## src/rtl/imem_loader_pkg.sv

```systemverilog
// Shared types and sizing for the instruction-memory serial loader.
// The state enum and word/byte geometry are used by the top and its bench.
package imem_loader_pkg;

    localparam int unsigned IMEM_ADDR_W = 5;
    localparam int unsigned IMEM_DEPTH  = 32;
    localparam int unsigned WORD_BYTES  = 4;
    localparam int unsigned BYTE_CNT_W  = 2;

    typedef enum logic [1:0] {
        IDLE,
        LOAD,
        COMMIT,
        FULL
    } state_t;

endpackage

```

## src/rtl/imem_serial_loader_sync_edge.sv

```systemverilog
// Synchronizer chain for one asynchronous level plus registered rise/fall pulses.
// Pulses line up with the cycle the last synchronizer stage changes value.
module sync_edge
    import imem_loader_pkg::*;
#(
    parameter int unsigned SYNC_STAGES = 2
) (
    input  logic clk,
    input  logic rst_n,
    input  logic async_in,
    output logic rise,
    output logic fall
);

    logic [SYNC_STAGES-1:0] chain_q, chain_d;
    logic                   rise_q, rise_d;
    logic                   fall_q, fall_d;

    // Edges are detected one stage early so the pulse lands with the new synchronized level.
    always_comb begin
        chain_d = {chain_q[SYNC_STAGES-2:0], async_in};
        rise_d  =  chain_q[SYNC_STAGES-2] & ~chain_q[SYNC_STAGES-1];
        fall_d  = ~chain_q[SYNC_STAGES-2] &  chain_q[SYNC_STAGES-1];
    end

    always_ff @(posedge clk or negedge rst_n) begin
        if (!rst_n) begin
            chain_q <= '0;
            rise_q  <= 1'b0;
            fall_q  <= 1'b0;
        end else begin
            chain_q <= chain_d;
            rise_q  <= rise_d;
            fall_q  <= fall_d;
        end
    end

    assign rise = rise_q;
    assign fall = fall_q;

endmodule

```

## src/rtl/imem_serial_loader.sv

```systemverilog
// Loads little-endian byte streams into sequential instruction-memory words and
// holds the core in reset while a load is in progress.
module imem_serial_loader
    import imem_loader_pkg::*;
#(
    parameter int unsigned ADDR_W      = IMEM_ADDR_W,
    parameter int unsigned DEPTH       = IMEM_DEPTH,
    parameter int unsigned SYNC_STAGES = 2
) (
    input  logic              clk,
    input  logic              rst_n,
    input  logic              ld_en,
    input  logic              ld_valid,
    input  logic [7:0]        ld_byte,
    output logic              imem_we,
    output logic [ADDR_W-1:0] imem_addr,
    output logic [31:0]       imem_wdata,
    output logic              core_hold,
    output logic              load_done,
    output logic              err_partial,
    output logic              err_overflow,
    output logic [ADDR_W:0]   word_count
);

    localparam logic [ADDR_W:0]       DEPTH_W   = (ADDR_W+1)'(DEPTH);
    localparam logic [BYTE_CNT_W-1:0] LAST_LANE = BYTE_CNT_W'(WORD_BYTES-1);

    logic en_rise, en_fall, valid_rise;

    sync_edge #(.SYNC_STAGES(SYNC_STAGES)) u_sync_en (
        .clk      (clk),
        .rst_n    (rst_n),
        .async_in (ld_en),
        .rise     (en_rise),
        .fall     (en_fall)
    );

    sync_edge #(.SYNC_STAGES(SYNC_STAGES)) u_sync_valid (
        .clk      (clk),
        .rst_n    (rst_n),
        .async_in (ld_valid),
        .rise     (valid_rise),
        .fall     ()
    );

    state_t                  state_q, state_d;
    logic [BYTE_CNT_W-1:0]   byte_cnt_q, byte_cnt_d;
    logic [31:0]             asm_q, asm_d;
    logic [ADDR_W-1:0]       addr_q, addr_d;
    logic [ADDR_W:0]         wc_q, wc_d;
    logic                    we_q, we_d;
    logic                    hold_q, hold_d;
    logic                    done_q, done_d;
    logic                    perr_q, perr_d;
    logic                    oerr_q, oerr_d;
    logic                    pend_q, pend_d;

    always_comb begin
        state_d    = state_q;
        byte_cnt_d = byte_cnt_q;
        asm_d      = asm_q;
        addr_d     = addr_q;
        wc_d       = wc_q;
        we_d       = 1'b0;
        hold_d     = hold_q;
        done_d     = done_q;
        perr_d     = perr_q;
        oerr_d     = oerr_q;
        pend_d     = pend_q;

        unique case (state_q)
            IDLE: begin
                if (en_rise) begin
                    state_d    = LOAD;
                    hold_d     = 1'b1;
                    byte_cnt_d = '0;
                    asm_d      = '0;
                    addr_d     = '0;
                    wc_d       = '0;
                    done_d     = 1'b0;
                    perr_d     = 1'b0;
                    oerr_d     = 1'b0;
                    pend_d     = 1'b0;
                end
            end
            LOAD: begin
                // A fall deferred from COMMIT is handled here; a fall also beats a same-cycle byte.
                if (en_fall || pend_q) begin
                    state_d    = IDLE;
                    hold_d     = 1'b0;
                    pend_d     = 1'b0;
                    byte_cnt_d = '0;
                    if (byte_cnt_q == '0) done_d = 1'b1;
                    else                  perr_d = 1'b1;
                end else if (valid_rise) begin
                    asm_d[8*byte_cnt_q +: 8] = ld_byte;
                    if (byte_cnt_q == LAST_LANE) begin
                        state_d = COMMIT;
                        we_d    = 1'b1;
                    end else begin
                        byte_cnt_d = byte_cnt_q + 1'b1;
                    end
                end
            end
            COMMIT: begin
                byte_cnt_d = '0;
                wc_d       = wc_q + 1'b1;
                pend_d     = pend_q | en_fall;
                if (wc_q + 1'b1 == DEPTH_W) begin
                    state_d = FULL;
                end else begin
                    state_d = LOAD;
                    addr_d  = addr_q + 1'b1;
                end
            end
            FULL: begin
                if (en_fall || pend_q) begin
                    state_d = IDLE;
                    hold_d  = 1'b0;
                    pend_d  = 1'b0;
                    done_d  = 1'b1;
                end else if (valid_rise) begin
                    oerr_d = 1'b1;
                end
            end
            default: state_d = IDLE;
        endcase
    end

    always_ff @(posedge clk or negedge rst_n) begin
        if (!rst_n) begin
            state_q    <= IDLE;
            byte_cnt_q <= '0;
            asm_q      <= '0;
            addr_q     <= '0;
            wc_q       <= '0;
            we_q       <= 1'b0;
            hold_q     <= 1'b0;
            done_q     <= 1'b0;
            perr_q     <= 1'b0;
            oerr_q     <= 1'b0;
            pend_q     <= 1'b0;
        end else begin
            state_q    <= state_d;
            byte_cnt_q <= byte_cnt_d;
            asm_q      <= asm_d;
            addr_q     <= addr_d;
            wc_q       <= wc_d;
            we_q       <= we_d;
            hold_q     <= hold_d;
            done_q     <= done_d;
            perr_q     <= perr_d;
            oerr_q     <= oerr_d;
            pend_q     <= pend_d;
        end
    end

    assign imem_we      = we_q;
    assign imem_addr    = addr_q;
    assign imem_wdata   = asm_q;
    assign core_hold    = hold_q;
    assign load_done    = done_q;
    assign err_partial  = perr_q;
    assign err_overflow = oerr_q;
    assign word_count   = wc_q;

endmodule

```

## config.mk

```make
export PLATFORM = sky130hd
export DESIGN_NAME = imem_serial_loader
export DESIGN_NICKNAME = d
export VERILOG_FILES = /design/src/rtl/imem_loader_pkg.sv /design/src/rtl/imem_serial_loader_sync_edge.sv /design/src/rtl/imem_serial_loader.sv
export SDC_FILE = /design/constraint.sdc
export NUM_CORES = 1
export LEC_CHECK = 0
export CORE_MARGIN = 2
export CORE_UTILIZATION = 45
export DETAILED_ROUTE_END_ITERATION = 10
export GPL_TIMING_DRIVEN = 1
export PLACE_DENSITY = 0.72
export SLEW_MARGIN = 40
export SYNTH_ARGS = -nofsm -noshare
export SYNTH_HDL_FRONTEND = slang
export SYNTH_HIERARCHICAL = 1
export SYNTH_SLANG_ARGS = --single-unit
```

## constraint.sdc

```tcl
create_clock -name clk -period 2.48 [get_ports clk]
set_input_delay 0.496 -clock clk [delete_from_list [all_inputs] [get_ports clk]]
set_output_delay 0.496 -clock clk [all_outputs]
set_load 0.005 [all_outputs]
```

== Word level (Yosys, flattened, before mapping) ==
Index checks and enable logic that the tools add are counted.
W data, S select, Z words.
Operators by class
  $mul: 0
  bitwise operators: 7
  div/mod/pow operators: 0
  reductions and logical operators: 20
  $lt $le $gt $ge: 0
  shifts and indexed selects: 2
  eq/ne operators: 19
  add/subtract/negate cells: 4
  muxes and demuxes: 41
Operators with widths (number)
  $mux W32: 3
  $pmux W32 S2: 1
  $neg A5 Y34: 1
  $shift A8 B34 Y32 const A: 1
  $shiftx A8 B34 Y32: 1
  $bwmux W32: 1
  $mux W2: 10
  $reduce_and A4 Y1: 5
  $mux W1: 14
  $ne A2 B2 Y1 const B: 7
  $pmux W6 S2: 1
  $mux W5: 2
  $pmux W5 S2: 1
  $ne A2 B1 Y1 const B: 4
  $pmux W2 S4: 1
  $reduce_bool A2 Y1: 4
  $add A6 B1 Y6 const B: 1
  $eq A2 B2 Y1 const B: 3
  $eq A6 B6 Y1 const B: 1
  $mux W6: 1
  $ne A3 B3 Y1 const B: 2
  $pmux W1 S2: 3
  $pmux W1 S3: 2
  $pmux W2 S3: 1
  other kinds (14): 22
Storage, ports and cells
  bits in registers: 60
  memory bits (read-only): 0
  RAM bits: 0
  memories kept: 0
  latch bits: 0

== Logic depth before layout (Yosys ltp) ==
Gate-level depths: netlist of the first run.
  word-level depth: 6
  depth in mapped cells: 9
  gate-level depth less buffers: 6

== By module ==
Netlist of the first run, hierarchy kept.
By module, submodules not included
  imem_serial_loader: area an instance 2636.3 sq um, cells each 250, sequential area each 1326.3 sq um, instances 1
  sync_edge: area an instance 115.1 sq um, cells each 6, sequential area each 100.1 sq um, instances 2

== Worst setup path after synthesis of the first run ==
Ideal clock, no wire load.
  path kind: register to register
  start: reg state_q[0]
  end: reg wc_q[5], in the netlist word_count[5]
  cell stages (with the launch flop): 8
  setup time: 0.121 ns
  clock period less this slack: 1.792 ns
  arrival time: 1.671 ns
  slack: 0.688 ns
  path through: dfrtp_1 inv_1 ha_1 buf_2 mux2i_2 nor2_1 mux2_2 a22o_1
Between the ends
  word-level cells in the longest chain between the ends: 3
  elaborated cells between the ends (all ways): 6
  classes of those cells: 2 x eq/ne; 1 x mux; 3 x reduce/logical
Ends and longest elaborated chain
  start: declaration: RTL line imem_serial_loader.sv:46  | state_t state_q, state_d;
  start signal: assignment: RTL line imem_serial_loader.sv:144  | state_q <= state_d;
  $eq A2 B2 Y1 or $logic_not A2 Y1 (tied branches): RTL line imem_serial_loader.sv:71  | unique case (state_q)
  $reduce_bool A2 Y1 (no line) or $ne A2 B1 Y1 (tied branches)
  $reduce_and A2 Y1 (no line)
  end signal: assignment: RTL line imem_serial_loader.sv:148  | wc_q <= wc_d;
  end: declaration: RTL line imem_serial_loader.sv:50  | logic [ADDR_W:0] wc_q, wc_d;
Several ways; a longest one is shown, not always the timed one.
A chain may end at the register's enable or synchronous reset.

== Worst setup path in the final report of the first run ==
  start: reg state_q[1]
  end: reg asm_q[22], in the netlist imem_wdata[22]
Between the ends
  word-level cells in the longest chain between the ends: 3
  elaborated cells between the ends (all ways): 8
  classes of those cells: 4 x eq/ne; 1 x mux; 3 x reduce/logical
Ends and longest elaborated chain
  $eq A2 B1 Y1 or $logic_not A2 Y1 (tied branches): RTL line imem_serial_loader.sv:71
  $ne A2 B1 Y1 (no line), or another cell as far along
  $reduce_and A4 Y1 (no line)
  end signal: assignment: RTL line imem_serial_loader.sv:146  | asm_q <= asm_d;
  end: declaration: RTL line imem_serial_loader.sv:48  | logic [31:0] asm_q, asm_d;
Several ways; a longest one is shown, not always the timed one.

==> results of run 1 <==
worst register-to-register path, stage by stage, from the launching register on:
cell	delay, ps
dfrtp_1	430
inv_1	140
ha_1	390
and4bb_2	370
o21ai_2	120
nor3_2	450
a22o_1	210
report_power, final:
group	leakage, nW	internal, mW	switching [mW]
clock network	0.0979	0.480	0.368
logic	0.674	0.483	0.616
registers	0.812	1.11	0.137
total	1.58	2.07	1.12
per-layer routing:
| layer | vias to the layer above | track usage, % | wire, µm |
|---|---|---|---|
| li1 | 1054 | - | - |
| met5 | - | 0 | 0 |
| met4 | 0 | 12.4 | 147 |
| met3 | 11 | 4.08 | 276 |
| met2 | 53 | 29.7 | 2970 |
| met1 | 1063 | 25.6 | 2920 |
final cells by class:
cell class | count | area [µm²]
tap | 75 | 93.8
sequential | 60 | 1500
multi-input combinational | 181 | 1240
clock buffer | 10 | 138
clock inverter | 5 | 52.6
fill | 499 | 2320
inverter | 8 | 30.0
timing repair buffer | 61 | 613
through the flow:
stage	hold slack [ps]	util, %
floorplan	200	-
global placement	355	58.1
detailed placement	360	58.1
CTS	182	61.2
global route	199	61.2
finish	168	61.2
final timing paths:
kind	startpoint	end	depth (start not counted)
max in group asynchronous	rst_n	imem_wdata[20]	2
min reg2reg	u_sync_valid/chain_q[0]	u_sync_valid/chain_q[1]	0
min	rst_n	imem_addr[1]	1
max reg2reg	state_q[1]	imem_wdata[22]	6
min in group clk	u_sync_valid/chain_q[0]	u_sync_valid/chain_q[1]	0
max	state_q[1]	imem_wdata[22]	6
sequential cells by signal, summed over array words and instances, names as in the netlist, 2 cells and up:
register / count
u_sync_en/chain_q: 2
byte_cnt_q: 2
imem_addr: 5
imem_wdata: 32
word_count: 6
state_q: 2
u_sync_valid/chain_q: 2
placed cells by master, fill, tap and decap left out, drive strengths merged, types with 2 or more instances in the layout:
cell and n:
a21oi 7, a22o 21, a311oi 2, a31o 2
a31oi 4, and2 2, and2b 3, and4 2
buf 3, clkbuf 10, clkdlybuf4s50 58, clkinv 3
dfrtp 60, ha 12, inv 8, mux2 3
mux2i 5, nand2 40, nand3 6, nor2 11
nor2b 6, nor3 2, o21ai 25, o221ai 2
o31ai 2, xor2 3
==> key figures, run 1 <==
Outcome
  • Status: complete, no violations

Critical path
  • Crit path buffers/inverters: 1
  • Crit end category: flop
  • Worst path slowest cell: nor3_2
  • Worst Path Arrival: 2430 ps
  • Slowest Stage Delay on Critical Path: 450 ps
  • Critical Path RT: 2750 ps
  • Critical path's top delay family: simple AND/OR/NAND/NOR gates
  • CP Cell Sequence: inv_1, ha_1, and4bb_2, o21ai_2, nor3_2, a22o_1
  • Critical Path Fanout Max: 12
  • R2r setup slk: 320 ps
  • CP Launch Type: flop
  • Type of the worst setup path: flop to flop

CTS
  • Clk root buf: clkbuf_8
  • Sink Count: 60
  • H-tree depth: 3
  • Total CTS buffers: 9
  • CTS Hold Bufs: 0
  • CTS tree: yes
  • Post-CTS sizing: 0
  • Postcts setup bufs: 0
  • Clock buffer depth: 2
  • Clock latency on the worst-skew pair: 330 ps
  • Reg clk slew, reported paths: 60 ps

Finish
  • Final Non-Filler Cells: 400
  • Ant diodes: 0
  • Share of cells above drive strength 1: 10.8%
  • Nets: 345
  • Synth-to-Final Area Change: 29.5%
  • Final design area excluding fillers: 3670 µm²

Timing
  • Final worst slack: 322 ps
  • Hold Violations, Final: 0
  • Worst Max-Slew Pin Slew: 632 ps
  • Setup tns final: 0 ps
  • Max-slew violations: 0
  • Finish-stage setup viols: 0
  • Clk_skew: 9.57 ps
  • Period Utilization, post-route: 87.0%
  • Fmax: 0.463 GHz
  • Min cycle time layout: 2160 ps
  • Slew headroom: 57.9%
  • Unrepaired setup endpoints after global routing: false

Power
  • Tot Pwr: 3.19 mW
  • Power per cell area: 869 nW/µm²
  • Maximum vdd drop: 0.381 mV
  • LEAKAGE: 1.58 nW

Global route
  • First-pass GRT wire length: 10,700 µm
  • Total gr overflow: 0
  • Initial antenna violation count: 0
  • Largest net degree at the start of global routing: 35
  • GRT Overall Usage: 19.6%
  • Vias in the first global route: 2,194

Placed design
  • Pre-CTS setup slack: 356 ps
  • Placed Instances: 385
  • Dpl cell area: 3480 µm²
  • Gp weighted congestion: 0.800
  • PortBufs: 59
  • Post-DP HPWL: 4650 µm

Die
  • Die height: 83.3 µm
  • Row count: 28
  • Starting density of the core: 47.3%
  • Ports: 60
  • Die area: 6950 µm²
  • Core ar.: 5990 µm²
  • Die W: 83.3 µm

Routing
  • Routed vias/inst: 5.45
  • Via Count: 2,181
  • 1st-iter DRT viols: 87
  • ANT nets after route: 0
  • DR pass1 iterations: 4
  • DRC violations left: 0
  • Drt total wl: 6320 µm
  • WL per Instance: 15.8 µm

Job
  • Max-cap violations: 0

Logic synthesis
  • Syn Nets: 284
  • YS warnings: 6
  • Average cell area after synthesis: 10.9 µm²
  • Mapped cell area: 2830 µm²
  • Cell count after synthesis: 260

Min path
  • Worst Hold Class: input pin to asynchronous set/reset pin
No activity file was read; power rests on OpenSTA's default activity.
==> inputs of run 2 (changes only) <==
PLACE_DENSITY = 0.71   (was 0.72)
SYNTH_HIERARCHICAL = default   (was 1)
==> key figures, run 2 <==
Die
  • Ports: 60 (unchanged)
  • Die area: 7210 µm² (was 6950 µm²)
  • Die W: 84.9 µm (was 83.3 µm)
  • Starting density of the core: 46.4% (was 47.3%)
  • Core ar.: 6350 µm² (was 5990 µm²)
  • Row count: 29 (was 28)
  • Die height: 84.9 µm (was 83.3 µm)

Routing
  • Routed vias/inst: 5.42 (was 5.45)
  • WL per Instance: 15.3 µm (was 15.8 µm)
  • Via Count: 2,320 (was 2,181)
  • DR pass1 iterations: 4 (unchanged)
  • Drt total wl: 6560 µm (was 6320 µm)
  • 1st-iter DRT viols: 99 (was 87)
  • DRC violations left: 0 (unchanged)
  • ANT nets after route: 0 (unchanged)

Power
  • Tot Pwr: 3.38 mW (was 3.19 mW)
  • Power per cell area: 880 nW/µm² (was 869 nW/µm²)
  • Maximum vdd drop: 0.435 mV (was 0.381 mV)
  • LEAKAGE: 1.65 nW (was 1.58 nW)

Critical path
  • Crit path buffers/inverters: 1 (unchanged)
  • RR Endpoint: imem_wdata[24] (was imem_wdata[22])
  • Type of the worst setup path: flop to flop (unchanged)
  • Worst path slowest cell: or4b_1 (was nor3_2)
  • Critical path's top delay family: simple AND/OR/NAND/NOR gates (unchanged)
  • Critical R2R Launch: state_q[1] (unchanged)
  • Worst Path Arrival: 2450 ps (was 2430 ps)
  • Slowest Stage Delay on Critical Path: 740 ps (was 450 ps)
  • CP Launch Type: flop (unchanged)
  • R2r setup slk: 280 ps (was 320 ps)
  • Critical Path RT: 2730 ps (was 2750 ps)
  • CP Cell Sequence: inv_1, ha_1, nand2b_2, or4b_1, o31ai_2 (was inv_1, ha_1, and4bb_2, o21ai_2, nor3_2, a22o_1)
  • Worst R2R Path Depth: 5 (was 6)
  • Crit end category: flop (unchanged)
  • Critical Path Fanout Max: 10 (was 12)

CTS
  • Reg clk slew, reported paths: 70 ps (was 60 ps)
  • Clock latency on the worst-skew pair: 340 ps (was 330 ps)
  • Clk root buf: clkbuf_8 (unchanged)
  • Postcts setup bufs: 0 (unchanged)
  • Total CTS buffers: 9 (unchanged)
  • Sink Count: 60 (unchanged)
  • Clock buffer depth: 2 (unchanged)
  • Post-CTS sizing: 0 (unchanged)
  • CTS tree: yes (unchanged)
  • CTS Hold Bufs: 0 (unchanged)
  • H-tree depth: 3 (unchanged)

Logic synthesis
  • Synth area leader: dfrtp_1
  • Mapped cell area: 2950 µm² (was 2830 µm²)
  • Synth top area cells: dfrtp_1 51%, nand2_1 6.8%, ha_1 5.1%
  • Count of cell types in the netlist: 51
  • Yosys reg bits: 60
  • Register area share after synthesis: 51.0%
  • Syn Nets: 302 (was 284)
  • Most frequent cell after synthesis: dfrtp_1
  • Post-synth top area share: 51.0%
  • Dominant synthesized flop cell: dfrtp_1
  • Most frequent cells after synthesis: 60 x dfrtp_1, 53 x nand2_1, 18 x o21ai_0
  • Number of synthesized flops with an enable pin: 0
  • Average cell area after synthesis: 10.6 µm² (was 10.9 µm²)
  • Post-synth ARST share: 100%
  • Cell count after synthesis: 278 (was 260)
  • YS warnings: 0 (was 6)

Global route
  • Initial antenna violation count: 0 (unchanged)
  • Total gr overflow: 0 (unchanged)
  • First-pass GRT wire length: 11,200 µm (was 10,700 µm)
  • Largest net degree at the start of global routing: 30 (was 35)
  • GRT Overall Usage: 19.7% (was 19.6%)
  • Vias in the first global route: 2,280 (was 2,194)

Placed design
  • Gp weighted congestion: 0.903 (was 0.800)
  • Placed Instances: 412 (was 385)
  • Dpl cell area: 3630 µm² (was 3480 µm²)
  • PortBufs: 59 (unchanged)
  • Post-DP HPWL: 4760 µm (was 4650 µm)

Finish
  • Final Non-Filler Cells: 428 (was 400)
  • Final design area excluding fillers: 3840 µm² (was 3670 µm²)
  • Synth-to-Final Area Change: 30.2% (was 29.5%)
  • Ant diodes: 0 (unchanged)
  • Max reg flops: 32 (unchanged)
  • Nets: 370 (was 345)
  • Most common library cell in the layout ignoring fill and taps: dfrtp_1 (unchanged)
  • # fillers: 521 (was 499)
  • Share of cells above drive strength 1: 13.7% (was 10.8%)
  • Most frequent cells in the layout: 60 x dfrtp_1, 58 x clkdlybuf4s50_1, 53 x nand2_1 (was 60 x dfrtp_1, 58 x clkdlybuf4s50_1, 40 x nand2_1)

Min path
  • Worst Hold Class: input pin to asynchronous set/reset pin (unchanged)

Timing
  • Worst Max-Slew Pin Slew: 615 ps (was 632 ps)
  • Finish-stage setup viols: 0 (unchanged)
  • WHS: 172 ps (was 168 ps)
  • Min cycle time layout: 2200 ps (was 2160 ps)
  • Slew headroom: 57.8% (was 57.9%)
  • Clk_skew: 7.13 ps (was 9.57 ps)
  • Unrepaired setup endpoints after global routing: false (unchanged)
  • Fmax: 0.455 GHz (was 0.463 GHz)
  • Period Utilization, post-route: 88.7% (was 87.0%)
  • Setup tns final: 0 ps (unchanged)
  • Hold Violations, Final: 0 (unchanged)
  • Max-slew violations: 0 (unchanged)

Job
  • Max-cap violations: 0 (unchanged)

Outcome
  • Status: complete, no violations (unchanged)
## run 2: where the power goes
| group | internal (mW) | switching, mW |
|---|---|---|
| logic | 0.545 | 0.686 |
| clock network | 0.516 | 0.389 |
| registers | 1.11 | 0.132 |
## run 2: cells by family (layout without fill, tap and decap cells)
family / after synthesis / count (layout) / synth area share [%]
muxes: 6 / 6 / 2.12
and+or+nand+nor: 100 / 100 / 17.1
adders and majority gates: 12 / 12 / 5.10
buffers and inverters: 25 / 98 / 3.91
DFF: 60 / 60 / 51.0
AOI/OAI and AO/OA: 72 / 72 / 19.7
xor gates and xnor gates: 3 / 3 / 1.15
## run 2: worst register-to-register path, cell delays in order (launching register included)
cell and delay (ps):
dfrtp_1 420, inv_1 140, ha_1 400, nand2b_2 150, or4b_1 750, o31ai_2 260
## run 2: how the worst max path moves through the flow
stage,startpoint,slack (ps),cells after the start,end
floorplan,byte_cnt_q[0],630,6,imem_wdata[24]
CTS,state_q[1],300,5,imem_wdata[24]
detailed placement,state_q[1],320,5,imem_wdata[24]
global route,state_q[1],150,5,imem_wdata[27]
global placement,byte_cnt_q[0],420,5,imem_wdata[29]
finish,state_q[1],280,5,imem_wdata[24]
## run 2: final cells by class
type	instances	area, µm²	area share [%]
clock buffers	12	155	4.04
clock inverters	4	47.5	1.24
inverters	14	52.6	1.37
multi-input cells	193	1330	34.7
flip-flops and latches	60	1500	39.1
well taps	77	96.3	2.51
repair buffers	68	653	17.0
## run 2: per-layer routing
metal / share of wire (%) / vias to the layer above / global-route usage, %
li1: - / 1126 / -
met1: 47 / 1117 / 27.9
met2: 46 / 59 / 29.1
met3: 4.1 / 18 / 3.99
met4: 2.8 / 0 / 9.38
met5: 0 / - / 0
## run 2: stage by stage
step	util, %	setup WS, ps
floorplan	-	627
global route	60.4	152
CTS	60.4	297
detailed placement	57.2	321
global placement	57.2	420
finish	60.4	281
==> inputs of run 3 (changes only) <==
HOLD_SLACK_MARGIN = 0.02   (was default)
==> results of run 3 <==
Final layout, timing and power as in run 2 (identical DEF).
